==> src/rtl/pic_bus_master.sv <==
// CPU-side bus initiator for an 8259A PIC: turns single-cycle init/op requests
// into registered CS_n/WR_n/RD_n/A0/D cycles with programmable setup/pulse/hold.
module pic_bus_master #(
    parameter int SETUP_CYC = 1,
    parameter int PULSE_CYC = 2,
    parameter int HOLD_CYC  = 1
) (
    input  logic       clk,
    input  logic       reset,
    input  logic       init_req,
    input  logic [7:0] icw1,
    input  logic [7:0] icw2,
    input  logic [7:0] icw3,
    input  logic [7:0] icw4,
    input  logic       op_req,
    input  logic [1:0] op_sel,
    input  logic [7:0] op_data,
    input  logic       rd_a0,
    output logic       busy,
    output logic       done,
    output logic [7:0] rd_data,
    output logic       rd_valid,
    output logic       err,
    output logic       inited,
    output logic       cs_n,
    output logic       wr_n,
    output logic       rd_n,
    output logic       a0,
    output logic [7:0] d_out,
    output logic       d_oe,
    input  logic [7:0] d_in
);

    typedef enum logic [2:0] {IDLE, SETUP, STROBE, HOLD, RECOV} state_t;

    localparam logic [3:0] SETUP_LAST = 4'(SETUP_CYC - 1);
    localparam logic [3:0] PULSE_LAST = 4'(PULSE_CYC - 1);
    localparam logic [3:0] HOLD_LAST  = 4'(HOLD_CYC - 1);

    state_t          state_reg, state_next;
    logic [3:0]      cnt_reg, cnt_next;
    logic [1:0]      idx_reg, idx_next;
    logic [2:0]      len_reg, len_next;
    logic            is_read_reg, is_read_next;
    logic            is_init_reg, is_init_next;
    logic [3:0]      seq_a0_reg, seq_a0_next;
    logic [3:0][7:0] seq_d_reg, seq_d_next;

    logic       busy_reg, busy_next;
    logic       done_reg, done_next;
    logic [7:0] rd_data_reg, rd_data_next;
    logic       rd_valid_reg, rd_valid_next;
    logic       err_reg, err_next;
    logic       inited_reg, inited_next;
    logic       cs_n_reg, cs_n_next;
    logic       wr_n_reg, wr_n_next;
    logic       rd_n_reg, rd_n_next;
    logic       a0_reg, a0_next;
    logic [7:0] d_out_reg, d_out_next;
    logic       d_oe_reg, d_oe_next;

    logic            load;
    logic            ld_a0;
    logic [7:0]      ld_d;
    logic            ld_rd;
    logic [3:0][7:0] init_d;
    logic [2:0]      init_len;
    logic            op_a0;
    logic [7:0]      op_byte;

    // Init list is packed densely: ICW3/ICW4 slide down when ICW3 is skipped.
    always_comb begin
        init_d    = '0;
        init_d[0] = icw1 | 8'h10;
        init_d[1] = icw2;
        init_len  = 3'd2;
        if (!icw1[1]) begin
            init_d[init_len[1:0]] = icw3;
            init_len = init_len + 3'd1;
        end
        if (icw1[0]) begin
            init_d[init_len[1:0]] = icw4;
            init_len = init_len + 3'd1;
        end
    end

    always_comb begin
        op_a0   = 1'b0;
        op_byte = op_data;
        case (op_sel)
            2'b00:   op_a0 = 1'b1;
            2'b01:   op_byte = {op_data[7:5], 2'b00, op_data[2:0]};
            2'b10:   op_byte = {1'b0, op_data[6:5], 2'b01, op_data[2:0]};
            default: op_a0 = rd_a0;
        endcase
    end

    always_comb begin
        state_next    = state_reg;
        cnt_next      = cnt_reg;
        idx_next      = idx_reg;
        len_next      = len_reg;
        is_read_next  = is_read_reg;
        is_init_next  = is_init_reg;
        seq_a0_next   = seq_a0_reg;
        seq_d_next    = seq_d_reg;
        busy_next     = busy_reg;
        done_next     = 1'b0;
        rd_data_next  = rd_data_reg;
        rd_valid_next = 1'b0;
        err_next      = 1'b0;
        inited_next   = inited_reg;
        cs_n_next     = cs_n_reg;
        wr_n_next     = wr_n_reg;
        rd_n_next     = rd_n_reg;
        a0_next       = a0_reg;
        d_out_next    = d_out_reg;
        d_oe_next     = d_oe_reg;
        load          = 1'b0;
        ld_a0         = 1'b0;
        ld_d          = '0;
        ld_rd         = 1'b0;

        case (state_reg)
            IDLE: begin
                if (init_req) begin
                    load         = 1'b1;
                    ld_d         = init_d[0];
                    seq_a0_next  = 4'b1110;
                    seq_d_next   = init_d;
                    len_next     = init_len;
                    idx_next     = 2'd0;
                    is_read_next = 1'b0;
                    is_init_next = 1'b1;
                    inited_next  = 1'b0;
                    err_next     = op_req;
                end else if (op_req) begin
                    if (!inited_reg) begin
                        err_next = 1'b1;
                    end else begin
                        load          = 1'b1;
                        ld_a0         = op_a0;
                        ld_d          = op_byte;
                        ld_rd         = (op_sel == 2'b11);
                        seq_a0_next   = {3'b000, op_a0};
                        seq_d_next    = '0;
                        seq_d_next[0] = op_byte;
                        len_next      = 3'd1;
                        idx_next      = 2'd0;
                        is_read_next  = (op_sel == 2'b11);
                        is_init_next  = 1'b0;
                    end
                end
            end
            SETUP: begin
                if (cnt_reg == SETUP_LAST) begin
                    state_next = STROBE;
                    cnt_next   = '0;
                    if (is_read_reg) rd_n_next = 1'b0;
                    else             wr_n_next = 1'b0;
                end else begin
                    cnt_next = cnt_reg + 4'd1;
                end
            end
            STROBE: begin
                if (cnt_reg == PULSE_LAST) begin
                    state_next = HOLD;
                    cnt_next   = '0;
                    wr_n_next  = 1'b1;
                    rd_n_next  = 1'b1;
                    // rd_n is still low this cycle, so the PIC is driving d_in.
                    if (is_read_reg) rd_data_next = d_in;
                end else begin
                    cnt_next = cnt_reg + 4'd1;
                end
            end
            HOLD: begin
                if (cnt_reg == HOLD_LAST) begin
                    state_next = RECOV;
                    cnt_next   = '0;
                    cs_n_next  = 1'b1;
                    d_oe_next  = 1'b0;
                end else begin
                    cnt_next = cnt_reg + 4'd1;
                end
            end
            RECOV: begin
                if (({1'b0, idx_reg} + 3'd1) < len_reg) begin
                    idx_next = idx_reg + 2'd1;
                    load     = 1'b1;
                    ld_a0    = seq_a0_reg[idx_next];
                    ld_d     = seq_d_reg[idx_next];
                    ld_rd    = is_read_reg;
                end else begin
                    state_next    = IDLE;
                    busy_next     = 1'b0;
                    done_next     = 1'b1;
                    rd_valid_next = is_read_reg;
                    if (is_init_reg) inited_next = 1'b1;
                end
            end
            default: state_next = IDLE;
        endcase

        if (state_reg != IDLE && (init_req || op_req)) err_next = 1'b1;

        if (load) begin
            state_next = SETUP;
            cnt_next   = '0;
            busy_next  = 1'b1;
            cs_n_next  = 1'b0;
            a0_next    = ld_a0;
            d_oe_next  = !ld_rd;
            if (!ld_rd) d_out_next = ld_d;
        end
    end

    always_ff @(posedge clk or posedge reset) begin
        if (reset) begin
            state_reg    <= IDLE;
            cnt_reg      <= '0;
            idx_reg      <= '0;
            len_reg      <= '0;
            is_read_reg  <= 1'b0;
            is_init_reg  <= 1'b0;
            seq_a0_reg   <= '0;
            busy_reg     <= 1'b0;
            done_reg     <= 1'b0;
            rd_data_reg  <= '0;
            rd_valid_reg <= 1'b0;
            err_reg      <= 1'b0;
            inited_reg   <= 1'b0;
            cs_n_reg     <= 1'b1;
            wr_n_reg     <= 1'b1;
            rd_n_reg     <= 1'b1;
            a0_reg       <= 1'b0;
            d_out_reg    <= '0;
            d_oe_reg     <= 1'b0;
        end else begin
            state_reg    <= state_next;
            cnt_reg      <= cnt_next;
            idx_reg      <= idx_next;
            len_reg      <= len_next;
            is_read_reg  <= is_read_next;
            is_init_reg  <= is_init_next;
            seq_a0_reg   <= seq_a0_next;
            busy_reg     <= busy_next;
            done_reg     <= done_next;
            rd_data_reg  <= rd_data_next;
            rd_valid_reg <= rd_valid_next;
            err_reg      <= err_next;
            inited_reg   <= inited_next;
            cs_n_reg     <= cs_n_next;
            wr_n_reg     <= wr_n_next;
            rd_n_reg     <= rd_n_next;
            a0_reg       <= a0_next;
            d_out_reg    <= d_out_next;
            d_oe_reg     <= d_oe_next;
        end
    end

    genvar gi;
    generate
        for (gi = 0; gi < 4; gi++) begin : g_seq
            always_ff @(posedge clk or posedge reset) begin
                if (reset) seq_d_reg[gi] <= '0;
                else       seq_d_reg[gi] <= seq_d_next[gi];
            end
        end
    endgenerate

    assign busy     = busy_reg;
    assign done     = done_reg;
    assign rd_data  = rd_data_reg;
    assign rd_valid = rd_valid_reg;
    assign err      = err_reg;
    assign inited   = inited_reg;
    assign cs_n     = cs_n_reg;
    assign wr_n     = wr_n_reg;
    assign rd_n     = rd_n_reg;
    assign a0       = a0_reg;
    assign d_out    = d_out_reg;
    assign d_oe     = d_oe_reg;

endmodule

==> config.mk <==
export PLATFORM = sky130hd
export DESIGN_NAME = pic_bus_master
export DESIGN_NICKNAME = d
export VERILOG_FILES = /design/src/rtl/pic_bus_master.sv
export SDC_FILE = /design/constraint.sdc
export NUM_CORES = 1
export LEC_CHECK = 0
export BUFFER_PORTS_ARGS = -buffer_cell sky130_fd_sc_hd__buf_2
export CAP_MARGIN = 20
export CELL_PAD_IN_SITES_DETAIL_PLACEMENT = 1
export CELL_PAD_IN_SITES_GLOBAL_PLACEMENT = 2
export CORE_MARGIN = 5
export CORE_UTILIZATION = 34
export DETAILED_ROUTE_END_ITERATION = 10
export MAX_ROUTING_LAYER = met4
export PLACE_DENSITY_LB_ADDON = 0.1
export SYNTH_ARGS = -nofsm -noshare
export SYNTH_HDL_FRONTEND = slang
export SYNTH_SLANG_ARGS = --single-unit
==> constraint.sdc <==
create_clock -name clk -period 3.01 [get_ports clk]
set_input_delay 0.4515 -clock clk [delete_from_list [all_inputs] [get_ports clk]]
set_output_delay 0.4515 -clock clk [all_outputs]
set_load 0.01 [all_outputs]
# Yosys cells after proc, flatten, opt, wreduce, memory -nomap -nowiden
# Index checks and enable logic that the tools add are counted.
# totals
ramBits,0
out_inout_bits,26
register_bits,76
latch_bits,0
memories,0
romBits,0
# op_classes
n_eq_ne,24
multipliers,0
bitwise_logic,1
n_addsub,4
order_cmp,4
shifts,0
div,0
n_reduce_logical,28
muxes,92
# ops
op,count
two-way mux 32 bit,4
two-way mux 8 bit,7
two-way mux 1 bit,46
bitwise mux 32 bit,1
one-hot mux 8 bit (2 select lines),2
two-way mux 3 bit,9
two-way mux 4 bit,6
"inequality test 2 bit, second input constant",10
"inequality test 3 bit, second input constant",6
binary-select mux 8 bit (select 2 bit),1
demux 8 bit (select 2 bit),1
AND reduction 4 bit,4
one-hot mux 3 bit (5 select lines),1
one-hot mux 1 bit (2 select lines),7
nonzero test 2 bit,7
two-way mux 2 bit,4
one-hot mux 4 bit (2 select lines),1
"== test 3 x 2 -> 1 bit, second input constant",2
"less-than comparator 2 x 3 -> 1 bit, second input constant",2
AND reduction 2 bit,3
AND reduction 3 bit,2
nonzero test 3 bit,2
AND reduction 5 bit,1
"adder 4 x 1 -> 4 bit, second input constant",1
20 further kinds,23

# Depth between registers and ports, before layout
# depth
word_depth,9
depth_mapped,8
mapped_depth_nobuf,7

# Worst setup path before layout
# No wires, ideal clock.
# synth_timing
path_kind,flip-flop to flip-flop
startpoint,register idx_reg[0]
endpoint,register state_reg[0]
stages_incl_launch_ff,8
required_time_ps,2879
arrival_ps,1918
setup_slack_ps,961
cell_sequence,dfrtp_1 > ha_1 > ha_1 > nand2_1 > o211ai_1 > buf_2 > nand2_1 > or3_1
# synth_via
elab_chain_cells,6
elab_cells_between_ends,11
# synth_rtl
element,line,rtl
from (decl),42,"logic [1:0] idx_reg, idx_next;"
from (signal assigned),242,idx_reg <= idx_next;
adder 2 x 1 -> 3 bit (*),188,"if (({1'b0, idx_reg} + 3'd1) < len_reg) begin"
less-than comparator 3 bit (*),188,
two-way mux 1 bit,188,
one-hot mux 1 bit (2 select lines),124,case (state_reg)
inequality test 3 bit (no source line) / inequality test 2 bit (equally long branches),n/a,
AND reduction 5 bit (no source line),n/a,
to (signal assigned),240,state_reg <= state_next;
to (decl),40,"state_t state_reg, state_next;"
# Mark *: on every way between the ends. The rest lies on a longest branch, timed or not.
# A chain may end at the register's enable or synchronous reset.

# Final worst setup path
# layout_timing
startpoint,register idx_reg[0]
endpoint,register d_out_reg[4] (netlist: d_out[4])
# layout_via
elab_chain_cells,6
elab_cells_between_ends,13
# layout_rtl
element,line,rtl
adder 2 x 1 -> 3 bit,188,
less-than comparator 3 bit,188,
two-way mux 1 bit,188,
one-hot mux 1 bit (2 select lines),124,
NOT 1 bit (no source line),n/a,
AND reduction 2 bit (no source line),n/a,
to (signal assigned),257,d_out_reg <= d_out_next;
to (decl),59,"logic [7:0] d_out_reg, d_out_next;"
# Several ways; a longest one is shown, not always the timed one. The select of a mux whose other input is x is not followed.

==> impl_metrics.csv <==
group,metric,value,unit
min_path,hp-start,"d_in[2]",
cells_and_area,syn2layout_area_growth,21.87,%
timing,hold_viol_final,0,
yosys,synth_xor_area_share,0.4899,%
global_routing,grt_overflow,0,
detailed_routing,vias,2775,
yosys,synthTopCellsByCount,"dfrtp_1 (70), nand2_1 (50), inv_1 (20), o21ai_0 (20), ha_1 (14)",
power,power_per_cell_area,860.9,nW/um2
cells_and_area,largest_register_ffs,32,
global_routing,gr-usage-met2,24.64,%
worst_setup_path,cp-start-kind,"register",
cells_and_area,final_util,42.40,%
timing,period_share,76.05,%
clock_network,cts-root-buf,"clkbuf_8",
global_routing,antenna_found_initial,0,
detailed_routing,drt-vias-per-instance,5.018,
detailed_routing,routed_wl,9421,um
die,dieArea,12670,um2
yosys,synthMuxAreaShare,13.44,%
placement,hpwl,6874,um
worst_setup_path,worst-path-max-fanout,9,
power,p_clk_share,20.9,%
yosys,ys_ff_latch,73,
global_routing,grt_pass1_wl,15380,um
power,peakVddDrop,0.0002840,V
cells_and_area,seq_area,1831,um2
clock_network,max-clock-path-buffers,2,
clock_network,cts.sinks,73,
yosys,syn_area,3576,um2
timing,relSlewSlack,57.54,%
detailed_routing,drcViolationCount,0,
timing,fin_crit,2289,ps
power,switchingPower,1.383,mW
timing,final.setup.tns,0,ps
worst_setup_path,critPathKind,"reg -> reg",
global_routing,grt_max_degree,38,
cells_and_area,multi_input_area,1603,um2
timing,finClkSkew,10.09,ps
power,p_seq_share,41.1,%
detailed_routing,drtIter0Drc,86,
timing,worstMarginPinSlew,636.9,ps
yosys,synth_top_family_by_area,"multiplexers",
global_routing,grt_util_met1,20.86,%
die,core.rowCount,37,
cells_and_area,drive_gt1_share,30.94,%
die,ios,81,
power,switching_share,36.86,%
cells_and_area,n_antenna_cell,0,
worst_setup_path,startpoint,"idx_reg[0]",
die,die_h,112.6,um
cells_and_area,nets,481,
worst_setup_path,cp.required,3240,ps
placement,gp_congestion,0.7559,
global_routing,grt_usage,15.77,%
yosys,synthFlopType,"dfrtp_1",
worst_setup_path,r2r_cells,7,
detailed_routing,drtPass1Iterations,4,
placement,port_buffers,79,
worst_setup_path,crit_path_end_kind,"register",
timing,rsz0062_at_grt,"false",
yosys,synth-compound-area-share,13.33,%
global_routing,grt_pass1_vias,2908,
die,die_w,112.6,um
yosys,async_flop_share,100.0,%
min_path,hold_path_class,"in -> reg",
yosys,yosysWarnings,0,
timing,slew_viol_final,0,
die,coreArea,10280,um2
yosys,syn_inst,328,
timing,finalSetupViolCount,0,
power,p_int,2.369,mW
yosys,synth_largest_area_cell,"dfrtp_1",
job,drv_cap,0,
clock_network,post-cts-setup-buffers,0,
cells_and_area,fill_cells,1194,
global_routing,grt.busiest_layer,"met2",
worst_setup_path,worstPathArrival,2520,ps
clock_network,postCtsHoldBufs,1,
clock_network,worstSkewPairLatency,350,ps
yosys,synthSimpleGateAreaFrac,12.35,%
power,comb_power_share,38.0,%
detailed_routing,antenna_left,0,
run_status,status,"finished, final reports clean",
yosys,avgSynthCellArea,10.90,um2
die,start_util,34.79,%
min_path,whs_path_depth,2,
yosys,synth_edf_count,0,
timing,fmax,436.9,MHz
yosys,synth_top_cell_area_share,48.99,%
detailed_routing,wl_per_cell,17.04,um
yosys,yosysSeqAreaShare,51.19,%
power,leakage,2.157,nW
clock_network,clkTransAtPathRegs,90,ps
clock_network,cts_tree,"done",
yosys,synth_area_leaders,"dfrtp_1 (49%), nand2_1 (5.2%), mux4_2 (5.0%)",
yosys,synthAdderAreaFrac,4.899,%
clock_network,h-tree-depth,3,
clock_network,ctsResizeCount,0,
clock_network,cts_made_buffers,9,
yosys,yosysMostFrequentCell,"dfrtp_1",
worst_setup_path,r2r_start,"idx_reg[0]",
yosys,ys_types,45,
yosys,syn-num-nets,397,
global_routing,grt_use_met3,3.127,%
## kinds of logic after synthesis
group           count (synthesis)
xor+xnor                        2
simple gates                   92
fa+ha+maj                      14
buf+inv                        38
flops                          73
mux                            33
compound gates                 76
## worst paths after layout
check	endpoint	slack, ps
max	d_out[4]	720
min	rd_data[2]	310
max reg2reg	d_out[4]	720
min reg2reg	wr_n	480
max in group asynchronous	wr_n	1720
min in group asynchronous	rd_data[1]	540
## power by group through the flow
stage | sequential, mW | clock, mW | combinational [mW]
6_report | 1.54 | 0.782 | 1.43
5_1_grt | 1.59 | 0.858 | 1.61
4_1_cts | 1.54 | 0.809 | 1.47
3_5_place_dp | 1.56 | 0 | 1.46
3_3_place_gp | 1.55 | 0 | 1.41
2_1_floorplan | 1.54 | 0 | 0.993
## cell usage in the layout (no fill, tap or decap), types with 3 or more instances in the layout
cell / synthesis / layout
a22oi_1: 8 / 8
mux2_4: 8 / 8
nand2b_1: 6 / 6
mux4_2: 8 / 8
nand3_1: 4 / 4
dfrtp_1: 70 / 70
dfstp_2: 3 / 3
o21ai_1: 12 / 11
mux2_1: 8 / 8
o22ai_1: 6 / 6
buf_2: 3 / 79
a21oi_1: 10 / 10
buf_4: 0 / 10
a22o_1: 9 / 9
nand2_1: 50 / 50
ha_1: 14 / 14
clkbuf_8: 0 / 9
mux2i_1: 9 / 9
and2_1: 6 / 6
nor2_1: 12 / 12
o21ai_0: 20 / 20
inv_1: 20 / 19
## worst max-delay path, stage by stage (launching register included)
cell and delay [ps]:
dfrtp_1 400, ha_1 320, ha_1 280, nand2_1 60, o211ai_1 200, o21ai_1 90
nand2b_1 480, mux2_4 350
## per-layer routing
| layer | wire length, um | share of wire [%] |
|---|---|---|
| met1 | 4404 | 47 |
| met2 | 4541 | 48 |
| met3 | 379 | 4.0 |
| met4 | 95 | 1.0 |
| met5 | 0 | 0 |
## stage by stage
stage          std cells  hold WS [ps]  instance area [um2]  setup slack (ps)  power, mW
3_5_place_dp         536         371.3                 4153             692.8      3.018
5_1_grt              553         297.7                 4358             591.5      4.061
6_report             553         310.7                 4358             720.9      3.752
3_3_place_gp         536         372.7                 4153             737.4      2.961
4_1_cts              553         293.1                 4358             683.8      3.818
2_1_floorplan        328         441.1                 3576             710.2      2.529
## final cells by class
| type | count | area share (%) |
|---|---|---|
| Clock buffer | 11 | 3.015 |
| Clock inverter | 5 | 1.464 |
| Inverter | 21 | 1.809 |
| Multi-Input combinational cell | 217 | 36.78 |
| Sequential cell | 73 | 42.00 |
| Tap cell | 136 | 3.905 |
| Timing Repair Buffer | 90 | 11.02 |
Power figures use the tool's default switching activity.
